$ cat config.mk
export PLATFORM = sky130hd
export DESIGN_NAME = cdb_arbiter
export DESIGN_NICKNAME = d
export VERILOG_FILES = /design/src/rtl/cdb_arbiter_pkg.sv /design/src/rtl/cdb_src_fifo.sv /design/src/rtl/cdb_arbiter.sv
export SDC_FILE = /design/constraint.sdc
export NUM_CORES = 1
export LEC_CHECK = 0
export BUFFER_PORTS_ARGS = -buffer_cell sky130_fd_sc_hd__buf_2
export CORE_ASPECT_RATIO = 0.8
export CORE_MARGIN = 8
export CORE_UTILIZATION = 35
export DETAILED_ROUTE_END_ITERATION = 10
export GPL_TIMING_DRIVEN = 0
export PLACE_DENSITY = 0.57
export SKIP_LAST_GASP = 1
export SLEW_MARGIN = 30
export SYNTH_ARGS = -nofsm -noshare
export SYNTH_HDL_FRONTEND = slang
export SYNTH_SLANG_ARGS = --single-unit
$ cat constraint.sdc
create_clock -name clk -period 3.9 [get_ports clk]
set_clock_uncertainty 0.15 [all_clocks]
set_input_delay 0.78 -clock clk [delete_from_list [all_inputs] [get_ports clk]]
set_output_delay 0.78 -clock clk [all_outputs]
set_load 0.03 [all_outputs]
$ cat src/rtl/cdb_arbiter_pkg.sv
// Shared common-data-bus definitions used by the CDB producer side and its consumers (ROB, RS, LdStBuffer).
package cdb_arbiter_pkg;

  localparam int CDB_ROBEN_W     = 5;
  localparam int CDB_DATA_W      = 32;
  localparam int NUM_SRC_DFLT    = 4;
  localparam int FIFO_DEPTH_DFLT = 2;

  // Tag value meaning "nothing on this CDB port".
  localparam logic [CDB_ROBEN_W-1:0] ROBEN_NONE = '0;

  // Wraps idx (known to be < 2*n) back into 0..n-1 without a divider.
  function automatic int rr_wrap(input int idx, input int n);
    return (idx >= n) ? idx - n : idx;
  endfunction

endpackage

$ cat src/rtl/cdb_src_fifo.sv
// Per-source result queue feeding the CDB arbiter: holds (ROBEN, data) pairs, exposes the head,
// and supports simultaneous push/pop plus a synchronous flush that wins over both.
module cdb_src_fifo #(
  parameter int DEPTH   = 2,
  parameter int ROBEN_W = 5,
  parameter int DATA_W  = 32,
  localparam int AW     = $clog2(DEPTH),
  localparam int CW     = AW + 1
) (
  input  logic               clk,
  input  logic               rst,
  input  logic               flush,
  input  logic               push,
  input  logic               pop,
  input  logic [ROBEN_W-1:0] push_roben,
  input  logic [DATA_W-1:0]  push_data,
  output logic [ROBEN_W-1:0] head_roben,
  output logic [DATA_W-1:0]  head_data,
  output logic [CW-1:0]      count,
  output logic               empty,
  output logic               full
);

  logic [AW-1:0]      rd_q, wr_q;
  logic [CW-1:0]      cnt_q;
  logic [ROBEN_W-1:0] mem_roben [DEPTH];
  logic [DATA_W-1:0]  mem_data  [DEPTH];
  logic               push_ok, pop_ok;

  assign empty   = (cnt_q == '0);
  assign full    = (cnt_q == CW'(DEPTH));
  assign count   = cnt_q;
  assign push_ok = push & ~full;
  assign pop_ok  = pop & ~empty;

  assign head_roben = mem_roben[rd_q];
  assign head_data  = mem_data[rd_q];

  // NOTE: state registers use non-blocking assignments so every flop samples pre-edge values.
  always_ff @(posedge clk or posedge rst) begin
    if (rst) begin
      rd_q  <= '0;
      wr_q  <= '0;
      cnt_q <= '0;
    end else if (flush) begin
      rd_q  <= '0;
      wr_q  <= '0;
      cnt_q <= '0;
    end else begin
      if (push_ok) wr_q <= wr_q + AW'(1);
      if (pop_ok)  rd_q <= rd_q + AW'(1);
      unique case ({push_ok, pop_ok})
        2'b10:   cnt_q <= cnt_q + CW'(1);
        2'b01:   cnt_q <= cnt_q - CW'(1);
        default: cnt_q <= cnt_q;
      endcase
    end
  end

  // NOTE: storage has no reset; validity is tracked solely by the pointers and count.
  always_ff @(posedge clk) begin
    if (push_ok) begin
      mem_roben[wr_q] <= push_roben;
      mem_data[wr_q]  <= push_data;
    end
  end

endmodule

$ cat src/rtl/cdb_arbiter.sv
// Producer side of the common data bus: per-source FIFOs, a two-winner round-robin picker
// and registered CDB broadcast ports, all cleared by ROB flush.
module cdb_arbiter
  import cdb_arbiter_pkg::*;
#(
  parameter int NUM_SRC    = NUM_SRC_DFLT,
  parameter int FIFO_DEPTH = FIFO_DEPTH_DFLT,
  parameter int ROBEN_W    = CDB_ROBEN_W,
  parameter int DATA_W     = CDB_DATA_W
) (
  input  logic                       clk,
  input  logic                       rst,
  input  logic                       flush,
  input  logic [NUM_SRC-1:0]         src_valid,
  input  logic [NUM_SRC*ROBEN_W-1:0] src_roben,
  input  logic [NUM_SRC*DATA_W-1:0]  src_data,
  output logic [NUM_SRC-1:0]         src_ready,
  output logic [ROBEN_W-1:0]         cdb_roben1,
  output logic [DATA_W-1:0]          cdb_data1,
  output logic [ROBEN_W-1:0]         cdb_roben2,
  output logic [DATA_W-1:0]          cdb_data2,
  output logic                       busy
);

  localparam int IW = $clog2(NUM_SRC);
  localparam int CW = $clog2(FIFO_DEPTH) + 1;

  logic [NUM_SRC-1:0] push, pop, empty, full;
  logic [ROBEN_W-1:0] head_roben [NUM_SRC];
  logic [DATA_W-1:0]  head_data  [NUM_SRC];
  logic [CW-1:0]      count      [NUM_SRC];

  logic [IW-1:0]      rr_q, rr_d, g1_idx, g2_idx, last_idx;
  logic               g1_vld, g2_vld;
  logic [ROBEN_W-1:0] roben1_q, roben1_d, roben2_q, roben2_d;
  logic [DATA_W-1:0]  data1_q, data1_d, data2_q, data2_d;

  for (genvar i = 0; i < NUM_SRC; i++) begin : g_src
    // Tag 0 means "no result" and is never queued.
    assign push[i]      = src_valid[i] & src_ready[i] &
                          (src_roben[i*ROBEN_W +: ROBEN_W] != ROBEN_W'(0));
    assign src_ready[i] = ~full[i];

    cdb_src_fifo #(
      .DEPTH   (FIFO_DEPTH),
      .ROBEN_W (ROBEN_W),
      .DATA_W  (DATA_W)
    ) u_fifo (
      .clk        (clk),
      .rst        (rst),
      .flush      (flush),
      .push       (push[i]),
      .pop        (pop[i]),
      .push_roben (src_roben[i*ROBEN_W +: ROBEN_W]),
      .push_data  (src_data[i*DATA_W +: DATA_W]),
      .head_roben (head_roben[i]),
      .head_data  (head_data[i]),
      .count      (count[i]),
      .empty      (empty[i]),
      .full       (full[i])
    );
  end

  // NOTE: every signal written here gets a default first, so no path leaves it unassigned (no latch).
  always_comb begin
    int idx;
    g1_vld = 1'b0;
    g2_vld = 1'b0;
    g1_idx = '0;
    g2_idx = '0;
    for (int k = 0; k < NUM_SRC; k++) begin
      idx = rr_wrap(int'(rr_q) + k, NUM_SRC);
      if (!empty[idx]) begin
        if (!g1_vld) begin
          g1_vld = 1'b1;
          g1_idx = IW'(idx);
        end else if (!g2_vld) begin
          g2_vld = 1'b1;
          g2_idx = IW'(idx);
        end
      end
    end
  end

  always_comb begin
    pop      = '0;
    roben1_d = '0;
    data1_d  = '0;
    roben2_d = '0;
    data2_d  = '0;
    rr_d     = rr_q;
    last_idx = g2_vld ? g2_idx : g1_idx;
    if (g1_vld) begin
      pop[g1_idx] = 1'b1;
      roben1_d    = head_roben[g1_idx];
      data1_d     = head_data[g1_idx];
      rr_d        = (last_idx == IW'(NUM_SRC - 1)) ? '0 : last_idx + IW'(1);
    end
    if (g2_vld) begin
      pop[g2_idx] = 1'b1;
      roben2_d    = head_roben[g2_idx];
      data2_d     = head_data[g2_idx];
    end
  end

  always_ff @(posedge clk or posedge rst) begin
    if (rst) begin
      rr_q     <= '0;
      roben1_q <= '0;
      data1_q  <= '0;
      roben2_q <= '0;
      data2_q  <= '0;
    end else if (flush) begin
      rr_q     <= '0;
      roben1_q <= '0;
      data1_q  <= '0;
      roben2_q <= '0;
      data2_q  <= '0;
    end else begin
      rr_q     <= rr_d;
      roben1_q <= roben1_d;
      data1_q  <= data1_d;
      roben2_q <= roben2_d;
      data2_q  <= data2_d;
    end
  end

  always_comb begin
    busy = 1'b0;
    for (int i = 0; i < NUM_SRC; i++) busy = busy | (count[i] != '0);
  end

  assign cdb_roben1 = roben1_q;
  assign cdb_data1  = data1_q;
  assign cdb_roben2 = roben2_q;
  assign cdb_data2  = data2_q;

endmodule

==> results.md <==
- Port bufs: about 230
- Maxcap violations: 0
- Pin count of the biggest net entering global routing: 48
- Critical path, cell by cell: buf_4 -> or2_1 -> clkbuf_2 -> mux4_2 -> ha_1 -> o311ai_1 -> o22ai_2 -> nor2_4 -> buf_2 -> mux2_1 -> o22ai_1
- Most frequent cells in the layout: edfxtp_1, buf_2, mux2i_1, dfrtp_1, nor2_1
- Slew headroom: roughly a third
- Final GP Congestion: between 0.8 and 0.9
- Syn_nets: around 1300
- Cell area after synthesis: about 0.016 sq mm
- H-tree depth: 2
- Placed cell area: approximately 0.019 sq mm
- Max clock buf depth: 3
- GRT Total Usage: a little under a fifth
- Crit path launch type: flip-flop
- Clock Latency Late Sink: between 0.5 and 0.6 ns
- Worst Path Required: around 4.2 ns
- Largest cells by area after synthesis: edfxtp_1, dfrtp_1, mux2i_1
- Clk sinks: 388
- Worst path slowest cell: mux4_2
- Final setup violation count: 0
- Fraction of registers with async set/reset: 23.71%
- Mapped Avg Cell Area: about 14 sq um
- Core box area: ~0.047 sq mm
- Hold Buf Count CTS: 0
- Min Tclk post-route: between 3 and 4 ns
- Cell variety after synth: 64
- CTS clock-pin slew for the worst setup and hold paths: roughly 0.060 ns
- Die area: approximately 0.054 sq mm
- Initial Utilization: between 30% and 40%
- F_max: approximately 270 MHz
- Die Y: 210.0 um
- Area leader, netlist: edfxtp_1
- Final Max Slew Viols: 0
- Dpl hpwl: between 30 and 40 mm
- Initial antenna violation count: 2
- FF+latch count, synth: between 300 and 400
- Gr ovfl total: 0
- CTS tree: done
- Antenna fix cells: 0
- Cell Rows: 71
- Post-synth EDFFs: slightly below 300
- Buffers plus inverters on the worst setup path: 3
- Drt first-iter violations: ~1100
- Stages on the worst setup path: 11
- Finished Layout Cells: 2124
- Die Width: around 260 um
- Worst Max-Slew Pin Slew: 0.9921 ns
- DR WL/cell: 24.36 um
- Seq/Total Area, Yosys: 67.97%
- LEAKAGE: 7.683 nW
- Antenna Nets Post-Route: 0
- Ports: 234
- Worst Setup SP: g_src[3].u_fifo.count[0]
- DRC: 0
- Vias per Instance: around 5.3
- Top FF cell, synth: edfxtp_1
- Cts bufs inserted: 41
- Unrepaired setup endpoints after global routing: false
- Outcome: finished, final reports clean
- Dpl ws: -0.05454 ns
- Synth top area share: between 50% and 60%
- CP endpoint kind: flip-flop
- Synth Warn #: 0
- PD cells: 930.6 mW/mm^2
- Finished Cell Area: between 0.02 and 0.025 sq mm
- Final Cycle Share: a little over nine tenths
- Final Hold Viols: 0
- CP Data Arrival Time: between 3 and 4 ns
- Worst setup margin: between 0.15 and 0.2 ns
- Vias in the first global route: 11480
- Reg2reg start: g_src[3].u_fifo.count[0]
- Peak supply drop: between 0.5 and 0.6 mV
- HP Class: input pin to asynchronous set/reset pin
- Root Driver: clkbuf_16
- Critical path type: flip-flop to flip-flop
- Fin Setup TNS: 0 ns
- Crit path largest cell delay: 0.51 ns
- Final nets: 1628
- Crit-path max FO: 10
- Post-CTS sizing: 1
- Hold slack: approximately 0.13 ns
- Commonest non-fill, non-tap cell in the layout: edfxtp_1
- First-pass GRT wire length: around 74 mm
- Critical path's top delay family: multiplexers
- Post-placement cell count: 2048
- FF-to-FF path depth: 11
- Vias: ~11000
- Layout area overhead: 23.76%
- Cells after Synth: 1178
- First-pass DRT Iterations: 5
- Postcts setup bufs: 0
- Total Routed Length: ~52 mm
- Share of cells above drive strength 1: about 29%
[flip-flops by register name (all words and copies together), names as in the netlist]
name / cells
g_src.u_fifo.wr_q: 4
cdb_roben1: 5
g_src.u_fifo.count: 8
rr_q: 2
cdb_data2: 32
cdb_roben2: 5
cdb_data1: 32
g_src.u_fifo.rd_q: 4
g_src.u_fifo.mem_data: 256
g_src.u_fifo.mem_roben: 40
[kinds of logic (layout without fill, tap and decap cells)]
logic type / count (synthesis) / count (layout) / share of synthesized area [%]
AOI/OAI and AO/OA: 248 / 248 / 9.484
xor gates and xnor gates: 6 / 6 / 0.3192
adders and majority gates: 2 / 2 / 0.1520
buffers and inverters: 95 / 421 / 2.667
DFF: 388 / 388 / 67.97
muxes: 196 / 196 / 12.61
and+or+nand+nor: 243 / 243 / 6.802
[cells in the mapped netlist (5+ instances only)]
cell type and number:
nand2_1 86, o21ai_1 6, buf_2 38, o21ai_0 75, nand3_1 5, edfxtp_1 296
mux2i_1 114, a21oi_1 19, a31oi_1 37, or2_1 7, mux2_2 49, or4_1 5
nand2b_1 5, buf_4 5, a211oi_1 41, nor2_1 99, inv_1 7, nor2b_1 7
o22ai_1 40, clkbuf_1 38, mux2_1 32, dfrtp_1 92
[where the power goes]
part	switching [mW]	internal [mW]	total [mW]
Combinational	6.36	2.95	9.31
Clock	1.62	2.51	4.13
Sequential	0.200	5.32	5.52
Total	8.19	10.8	19.0
[per-layer routing]
metal,GRT usage (%),up-vias,routed length (um)
met5,0,-,13
met4,5.754,2,1272
met3,4.039,101,3914
met2,28.45,543,23190
met1,25.58,5563,23360
li1,-,5065,-
[area by class of cell]
type | count | area (sq um)
Timing Repair Buffer | 251 | 1632
Clock inverter | 21 | 279.0
Tap cell | 620 | 775.7
Multi-Input combinational cell | 695 | 4895
Inverter | 8 | 35.03
Buffer | 86 | 407.9
Sequential cell | 388 | 11190
Clock buffer | 55 | 1161
Fill cell | 4356 | 26350
[path summary, 6_finish.rpt]
kind,slack (ns),end
setup / recovery,0.20,cdb_data2[26]
hold / removal,0.13,cdb_data1[1]
setup reg to reg,0.20,cdb_data2[26]
hold reg to reg,0.51,g_src[3].u_fifo.mem_data[0][31]
max in group asynchronous,2.77,cdb_data1[28]
min in group clk,0.27,g_src[3].u_fifo.mem_data[1][19]
[per-stage QoR]
step           power, mW  util, %
6_report           18.96    43.61
3_5_place_dp       14.78    40.52
4_1_cts            18.97    43.60
3_3_place_gp       14.47    39.39
5_1_grt            19.88    43.61
2_1_floorplan      11.38        -
Power figures use the tool's default switching activity.
